==> src/rtl/key_debounce.sv <==
// Push-button conditioner: 2-FF synchroniser, counter-based bounce filter and a
// press/release FSM producing a clean level, press/release/long-press strobes and a toggle.
`timescale 1ns/1ps
module key_debounce #(
    parameter int DB_CYCLES   = 1_000_000,
    parameter int LONG_CYCLES = 50_000_000
) (
    input  logic clk_50M,
    input  logic rst_n,
    input  logic key_n,
    output logic key_level,
    output logic press_pulse,
    output logic release_pulse,
    output logic long_press,
    output logic toggle
);

    localparam int DW = $clog2(DB_CYCLES);
    localparam int HW = $clog2(LONG_CYCLES + 1);
    localparam logic [DW-1:0] DB_LAST   = DW'(DB_CYCLES - 1);
    localparam logic [HW-1:0] HOLD_MAX  = HW'(LONG_CYCLES);
    localparam logic [HW-1:0] HOLD_LAST = HW'(LONG_CYCLES - 1);

    typedef enum logic [1:0] {
        IDLE,
        PRESS_WAIT,
        PRESSED,
        RELEASE_WAIT
    } state_t;

    state_t        state;
    logic [1:0]    sync_reg;
    logic          key_s;
    logic [DW-1:0] db_cnt;
    logic [HW-1:0] hold_cnt;
    logic          release_accept;
    logic          hold_en;

    assign key_s = sync_reg[1];

    // A release being accepted this edge wins over a long-press that would land on it.
    assign release_accept = (state == RELEASE_WAIT) && key_s && (db_cnt == DB_LAST);
    assign hold_en        = ((state == PRESSED) || (state == RELEASE_WAIT)) && !release_accept;

    always_ff @(posedge clk_50M or negedge rst_n) begin
        if (!rst_n) begin
            sync_reg <= 2'b11;
        end else begin
            sync_reg <= {sync_reg[0], key_n};
        end
    end

    always_ff @(posedge clk_50M or negedge rst_n) begin
        if (!rst_n) begin
            state         <= IDLE;
            db_cnt        <= '0;
            hold_cnt      <= '0;
            key_level     <= 1'b0;
            press_pulse   <= 1'b0;
            release_pulse <= 1'b0;
            long_press    <= 1'b0;
            toggle        <= 1'b0;
        end else begin
            press_pulse   <= 1'b0;
            release_pulse <= 1'b0;
            long_press    <= 1'b0;

            // Hold time keeps running across rejected release glitches.
            if (hold_en && (hold_cnt != HOLD_MAX)) begin
                hold_cnt <= hold_cnt + HW'(1);
                if (hold_cnt == HOLD_LAST) begin
                    long_press <= 1'b1;
                end
            end

            case (state)
                IDLE: begin
                    if (!key_s) begin
                        state  <= PRESS_WAIT;
                        db_cnt <= '0;
                    end
                end
                PRESS_WAIT: begin
                    if (key_s) begin
                        state <= IDLE;
                    end else if (db_cnt == DB_LAST) begin
                        state       <= PRESSED;
                        key_level   <= 1'b1;
                        press_pulse <= 1'b1;
                        toggle      <= ~toggle;
                        hold_cnt    <= '0;
                    end else begin
                        db_cnt <= db_cnt + DW'(1);
                    end
                end
                PRESSED: begin
                    if (key_s) begin
                        state  <= RELEASE_WAIT;
                        db_cnt <= '0;
                    end
                end
                RELEASE_WAIT: begin
                    if (!key_s) begin
                        state <= PRESSED;
                    end else if (db_cnt == DB_LAST) begin
                        state         <= IDLE;
                        key_level     <= 1'b0;
                        release_pulse <= 1'b1;
                    end else begin
                        db_cnt <= db_cnt + DW'(1);
                    end
                end
                default: state <= IDLE;
            endcase
        end
    end

endmodule

==> config.mk <==
export PLATFORM = sky130hd
export DESIGN_NAME = key_debounce
export DESIGN_NICKNAME = d
export VERILOG_FILES = /design/src/rtl/key_debounce.sv
export SDC_FILE = /design/constraint.sdc
export NUM_CORES = 1
export LEC_CHECK = 0
export ABC_AREA = 1
export CELL_PAD_IN_SITES_DETAIL_PLACEMENT = 0
export CELL_PAD_IN_SITES_GLOBAL_PLACEMENT = 1
export CORE_ASPECT_RATIO = 1.2
export CORE_MARGIN = 3
export CORE_UTILIZATION = 30
export CTS_CLUSTER_DIAMETER = 80
export DETAILED_ROUTE_END_ITERATION = 12
export HOLD_SLACK_MARGIN = 0.05
export MAX_ROUTING_LAYER = met4
export PLACE_DENSITY_LB_ADDON = 0.1
export SYNTH_ARGS = -nofsm -noshare
export SYNTH_HDL_FRONTEND = slang
export SYNTH_SLANG_ARGS = --single-unit
==> constraint.sdc <==
create_clock -name clk_50M -period 1.72 [get_ports clk_50M]
set_clock_uncertainty 0.15 [all_clocks]
set_input_delay 0.172 -clock clk_50M [delete_from_list [all_inputs] [get_ports clk_50M]]
set_output_delay 0.172 -clock clk_50M [all_outputs]
set_load 0.01 [all_outputs]
==> reports/qor.txt, run 1 <==
Worst path max stage delay: 430 ps
FF+latch count, synth: 55
row count: 42
Max-Cap Viols: 0
CTS buffer count: 5
Pint: 2.07 mW
Die ar.: 13000 sq um
Critical R2R Capture: hold_cnt[8]
Final Hold Viols: 0
required time of the worst setup path: 1770 ps
Combinational Power Share: 6.7%
Critical Path End: hold_cnt[8]
Crit path buffers/inverters: 1
register area share after synthesis: 39.5%
R2R cell count: 10
I/O pins: 8
max_slew headroom: 78.2%
CTS HTree Levels: 2
DRT Pass-1 Iters: 4
DRC violations left: 0
non-filler cells, final: 767
critical path endpoint category: register
Root Buffer: clkbuf_16
final-report setup violation count: 47
Synth Flop Type: dfrtp_1
Post-synth EDFFs: 0
# clock sinks: 55
Worst-path clk slew: 80 ps
clk_lat worst skew: 300 ps
largest net degree at the start of global routing: 56
distinct cell type count after synthesis: 33
Final GP Congestion: 0.896
Setup CP Type: register to register
slew at the pin closest to its max-slew limit: 327 ps
DR iter-0 viols: 97
CP Cell Sequence: ha_4 > nand3_4 > nor2_8 > nand4_4 > nand2_4 > nor2_4 > clkbuf_16 > nand3_2 > nand2_1 > nor2_1
core area: 11200 sq um
WP data arrival: 1900 ps
most common cell after layout, fill and taps aside: nand2_1
Routed WL per cell: 14.5 um
ANT nets after route: 0
Synth Warn #: 0
# port buffers: 7
outcome: finished with violations
Worst Hold Class: input port to register
crit path max fanout: 7
GRT overflow: 0
Switching Fraction: 23.1%
Setup TNS: -3720 ps
leak pwr: 2.38 nW
chip height: 124 um
gr usage total: 18.0%
most frequent cells in the layout: nand2_1, buf_4, nor2_1
nets@finish: 618
DRT Wirelength: 11100 um
Worst VDD drop: 0.471 mV
clock share of power: 44.4%
setup slack after layout: -132 ps
Setup crit start kind: register
via count: 3537
vias in the first global route: 3583
Top delay family on crit path: simple AND/OR/NAND/NOR gates
CP startpoint: db_cnt[0]
Final Max Tran Viols: 0
first-pass GRT wire length: 18000 um
Async S/R FF share, synth: 100%
synthesized net count: 498
Die W: 104 um
Area Overhead vs Synth: 52.1%
Tmin final: 1850 ps
Mapped Area: 3490 sq um
Core Util, Final: 47.5%
failing checks: negative setup slack
HPWL Detailed: 8090 um
ant diodes: 0
power density cells: 507 nW/um^2
Seq pwr share: 48.9%
Sw Pwr: 0.622 mW
Pwr Total: 2.69 mW
max FFs per register: 26
placed cells: 729
Tcrit/Tclk final: 108%
Cells after Synth: 492
Starting Density: 31.2%
RSZ-0062 raised after global routing: true
Clock Path Buffers: 2
antenna violations before repair: 0
f_max: 0.540 GHz
R2R setup slack: -130 ps
critical path depth: 10
reg2reg start: db_cnt[0]
layout cells sized above 1: 36.5%
Mean Syn Cell Area: 7.10 sq um
CTS tree: yes
slowest CP cell: dfrtp_2
vias per cell: 4.61
## routing by layer
| layer | vias to the layer above | wire (um) | track usage [%] |
|---|---|---|---|
| li1 | 1826 | - | - |
| met1 | 1672 | 4540 | 19.7 |
| met5 | - | 0 | - |
| met4 | 0 | 192 | 5.99 |
| met2 | 26 | 6300 | 34.3 |
| met3 | 13 | 116 | 1.92 |
## power groups by stage
| stage | Sequential, mW | Combinational [mW] | Clock (mW) |
|---|---|---|---|
| final | 1.32 | 0.180 | 1.19 |
| after global routing | 1.32 | 0.198 | 1.30 |
| after CTS | 1.32 | 0.157 | 1.24 |
| after detailed placement | 1.34 | 0.138 | 0 |
| after global placement | 1.34 | 0.138 | 0 |
| after floorplan | 1.34 | 0.0513 | 0 |
## area by class of cell
class | instances | area [sq um]
Fill cell | 1156 | 5880
Tap cell | 154 | 193
Multi-Input combinational cell | 376 | 2210
Sequential cell | 55 | 1380
Timing Repair Buffer | 121 | 1140
Clock buffer | 6 | 129
Clock inverter | 2 | 37.5
Inverter | 53 | 219
## how the worst min path moves through the flow
stage	start	end	slack (ps)	cells after the start
after global placement	rst_n	hold_cnt[4]	50	2
after detailed placement	rst_n	hold_cnt[4]	50	2
after global routing	key_n	sync_reg[0]	120	1
after CTS	key_n	sync_reg[0]	120	1
after floorplan	rst_n	asynchronous set/reset pin	-270	0
final	key_n	sync_reg[0]	130	1
## timing repair
action,in CTS,in global routing
setup endpoints to repair,46,50
cloned,0,4
setup buffers,6,21
resized for setup,31,94
hold buffers,1,0
pin swaps,9,48
endpoints found under the hold margin,55,0
## cells in the mapped netlist (5+ instances only)
cell type  instances  area, sq um
nor2_4             5         56.3
nor3_1            17         85.1
dfrtp_1           53         1330
nand3_1           29          145
nand3_2            5         50.1
nand2_1          132          495
xor2_1             6         52.6
a21oi_1           18         90.1
nor2_1            95          357
o21ai_0           13         65.1
o21ai_1           10         50.1
nand4_1           19          119
inv_1             49          184
## through the flow
stage               hold WS [ps]  cell area [sq um]  setup WS [ps]
finish                       130               5310           -132
global route                 120               5310           -245
CTS                          117               4730          -66.6
detailed placement          53.4               4400           -213
global placement            53.9               4400           -218
floorplan                   -274               3510          -4.32
## kinds of logic (layout without fill, tap and decap cells)
| family | after synthesis | after routing | share of synthesized area [%] |
|---|---|---|---|
| simple gates | 316 | 317 | 42.1 |
| buf+inv | 62 | 182 | 7.95 |
| flops | 55 | 55 | 39.5 |
| compound gates | 47 | 47 | 7.17 |
| xor+xnor | 9 | 9 | 2.26 |
| fa+ha+maj | 3 | 3 | 1.07 |
(Power assumes the default switching activity.)
==> inputs of run 2 (changes only) <==
- CORE_UTILIZATION: 30 -> 29
==> run 2 against run 1 <==
  * The flow still finishes with violations (negative setup slack)
  * Final area decreased by 4.2%
  * Maximum frequency increased by 2.0%
  * Combinational power down 22%
  * Largest cell class unchanged
  * Die area grew 3.3%
  * Critical path type unchanged
  * Critical path depth shrank 1
  * Hold slack got worse by 11 ps
==> reports/qor.txt, run 2 (synthesized netlist as in run 1, its figures left out) <==
outcome: finished with violations (unchanged)
failing checks: negative setup slack (unchanged)
layout cells sized above 1: 34.1% (was 36.5%)
leak pwr: 2.32 nW (was 2.38 nW)
Tcrit/Tclk final: 106% (was 108%)
Combinational Power Share: 5.6% (was 6.7%)
Clock Path Buffers: 2 (unchanged)
GRT overflow: 0 (unchanged)
antenna violations before repair: 0 (unchanged)
critical path endpoint category: register (unchanged)
Root Buffer: clkbuf_16 (unchanged)
gr usage total: 18.1% (was 18.0%)
Setup crit start kind: register (unchanged)
slew at the pin closest to its max-slew limit: 304 ps (was 327 ps)
CTS tree: yes (unchanged)
nets@finish: 624 (was 618)
setup slack after layout: -95.3 ps (was -132 ps)
ant diodes: 0 (unchanged)
DR iter-0 viols: 111 (was 97)
vias per cell: 4.57 (was 4.61)
DRT Pass-1 Iters: 5 (was 4)
chip height: 126 um (was 124 um)
Final Max Tran Viols: 0 (unchanged)
non-filler cells, final: 776 (was 767)
vias in the first global route: 3652 (was 3583)
first-pass GRT wire length: 18400 um (was 18000 um)
placed cells: 753 (was 729)
Tmin final: 1820 ps (was 1850 ps)
Switching Fraction: 24.5% (was 23.1%)
core area: 11700 sq um (was 11200 sq um)
Starting Density: 29.9% (was 31.2%)
I/O pins: 8 (unchanged)
via count: 3546 (was 3537)
RSZ-0062 raised after global routing: true (unchanged)
largest net degree at the start of global routing: 47 (was 56)
Die ar.: 13400 sq um (was 13000 sq um)
CTS HTree Levels: 2 (unchanged)
CTS buffer count: 5 (unchanged)
clk_lat worst skew: 310 ps (was 300 ps)
Max-Cap Viols: 0 (unchanged)
# port buffers: 7 (unchanged)
HPWL Detailed: 8360 um (was 8090 um)
max FFs per register: 26 (unchanged)
crit path max fanout: 4 (was 7)
max_slew headroom: 79.5% (was 78.2%)
power density cells: 495 nW/um^2 (was 507 nW/um^2)
most frequent cells in the layout: nand2_1, buf_4, nor2_1 (unchanged)
Sw Pwr: 0.618 mW (was 0.622 mW)
clock share of power: 42.1% (was 44.4%)
Routed WL per cell: 14.5 um (about the same)
f_max: 0.551 GHz (was 0.540 GHz)
Worst-path clk slew: 80 ps (about the same)
row count: 43 (was 42)
Area Overhead vs Synth: 45.7% (was 52.1%)
most common cell after layout, fill and taps aside: nand2_1 (unchanged)
Final GP Congestion: 0.866 (was 0.896)
# clock sinks: 55 (unchanged)
Setup CP Type: register to register (unchanged)
DRC violations left: 0 (unchanged)
final-report setup violation count: 34 (was 47)
Worst VDD drop: 0.357 mV (was 0.471 mV)
Seq pwr share: 52.3% (was 48.9%)
Worst Hold Slack: 119 ps (was 130 ps)
Die W: 106 um (was 104 um)
Final Hold Viols: 0 (unchanged)
Pint: 1.90 mW (was 2.07 mW)
WP data arrival: 1900 ps (about the same)
Worst Hold Class: input port to asynchronous set/reset pin (was input port to register)
ANT nets after route: 0 (unchanged)
DRT Wirelength: 11300 um (was 11100 um)
required time of the worst setup path: 1810 ps (was 1770 ps)
## run 2: changes by cell type in the layout (fill, tap and decap cells not counted), moves of 3 or more
| cell | delta |
|---|---|
| o31ai_1 | +4 |
| nor2_4 | +3 |
| o31ai_4 | -3 |
| a21oi_1 | +5 |
| o21ai_0 | +3 |
| inv_2 | +3 |
| buf_4 | +14 |
| nand3_1 | +4 |
| nand2_1 | +3 |
| a21oi_2 | -4 |
| clkbuf_16 | -3 |
## run 2: layout make-up
cell class | instances | area (sq um)
Inverter | 53 | 204
Sequential cell | 55 | 1380
Tap cell | 157 | 196
Clock inverter | 2 | 13.8
Timing Repair Buffer | 126 | 1080
Fill cell | 1209 | 6590
Multi-Input combinational cell | 377 | 2090
Clock buffer | 6 | 129
## run 2: power by group through the flow
stage          clock network [mW]  registers (mW)  logic, mW
2_1_floorplan                   0            1.34     0.0513
3_3_place_gp                    0            1.34      0.139
3_5_place_dp                    0            1.34      0.140
4_1_cts                      1.11            1.32      0.144
5_1_grt                      1.15            1.32      0.161
6_report                     1.06            1.32      0.141
## run 2: stage by stage
| step | TNS [ps] | power, mW | instance area, sq um | setup slack, ps | utilization (%) |
|---|---|---|---|---|---|
| CTS | -3070 | 2.57 | 4880 | -122 | 41.8 |
| global route | -6120 | 2.63 | 5090 | -185 | 43.6 |
| global placement | -6310 | 1.48 | 4520 | -266 | 38.8 |
| floorplan | -25.8 | 1.40 | 3510 | -4.32 | - |
| finish | -1360 | 2.52 | 5090 | -95.3 | 43.6 |
| detailed placement | -7980 | 1.48 | 4520 | -288 | 38.8 |
## run 2: worst paths after layout
path,startpoint,to,slack (ps),cells after the start
worst max-delay path,hold_cnt[0],hold_cnt[14],-100,9
worst min-delay path,rst_n,hold_cnt[3],120,2
worst max register to register,hold_cnt[0],hold_cnt[14],-100,9
worst min register to register,sync_reg[0],sync_reg[1],210,0
max in group asynchronous,rst_n,sync_reg[0],680,3
min in group clk_50M,key_n,sync_reg[0],130,1
## run 2: timing repair
item,CTS,global route
setup endpoints to repair,50,50
resized for setup,37,50
setup buffers,5,7
endpoints found under the hold margin,53,0
pin swaps,24,31
cloned,3,0
hold buffers,1,0
## run 2: routing by layer
layer	part of all wire (%)	routed length, um	vias up	track usage (%)
li1	-	-	1843	-
met2	57	6390	34	34.2
met3	1.4	154	15	2.10
met5	0	0	-	-
met1	40	4480	1654	18.8
met4	2.2	249	0	7.32
## run 2: critical path, stage by stage, from the launching register on
cell and delay (ps):
dfrtp_1 390, ha_2 210, nand2_2 90, nor3_4 230
nand2_2 130, nor2_4 160, nand3_4 120, o21bai_1 140
inv_1 50, nor2_1 70
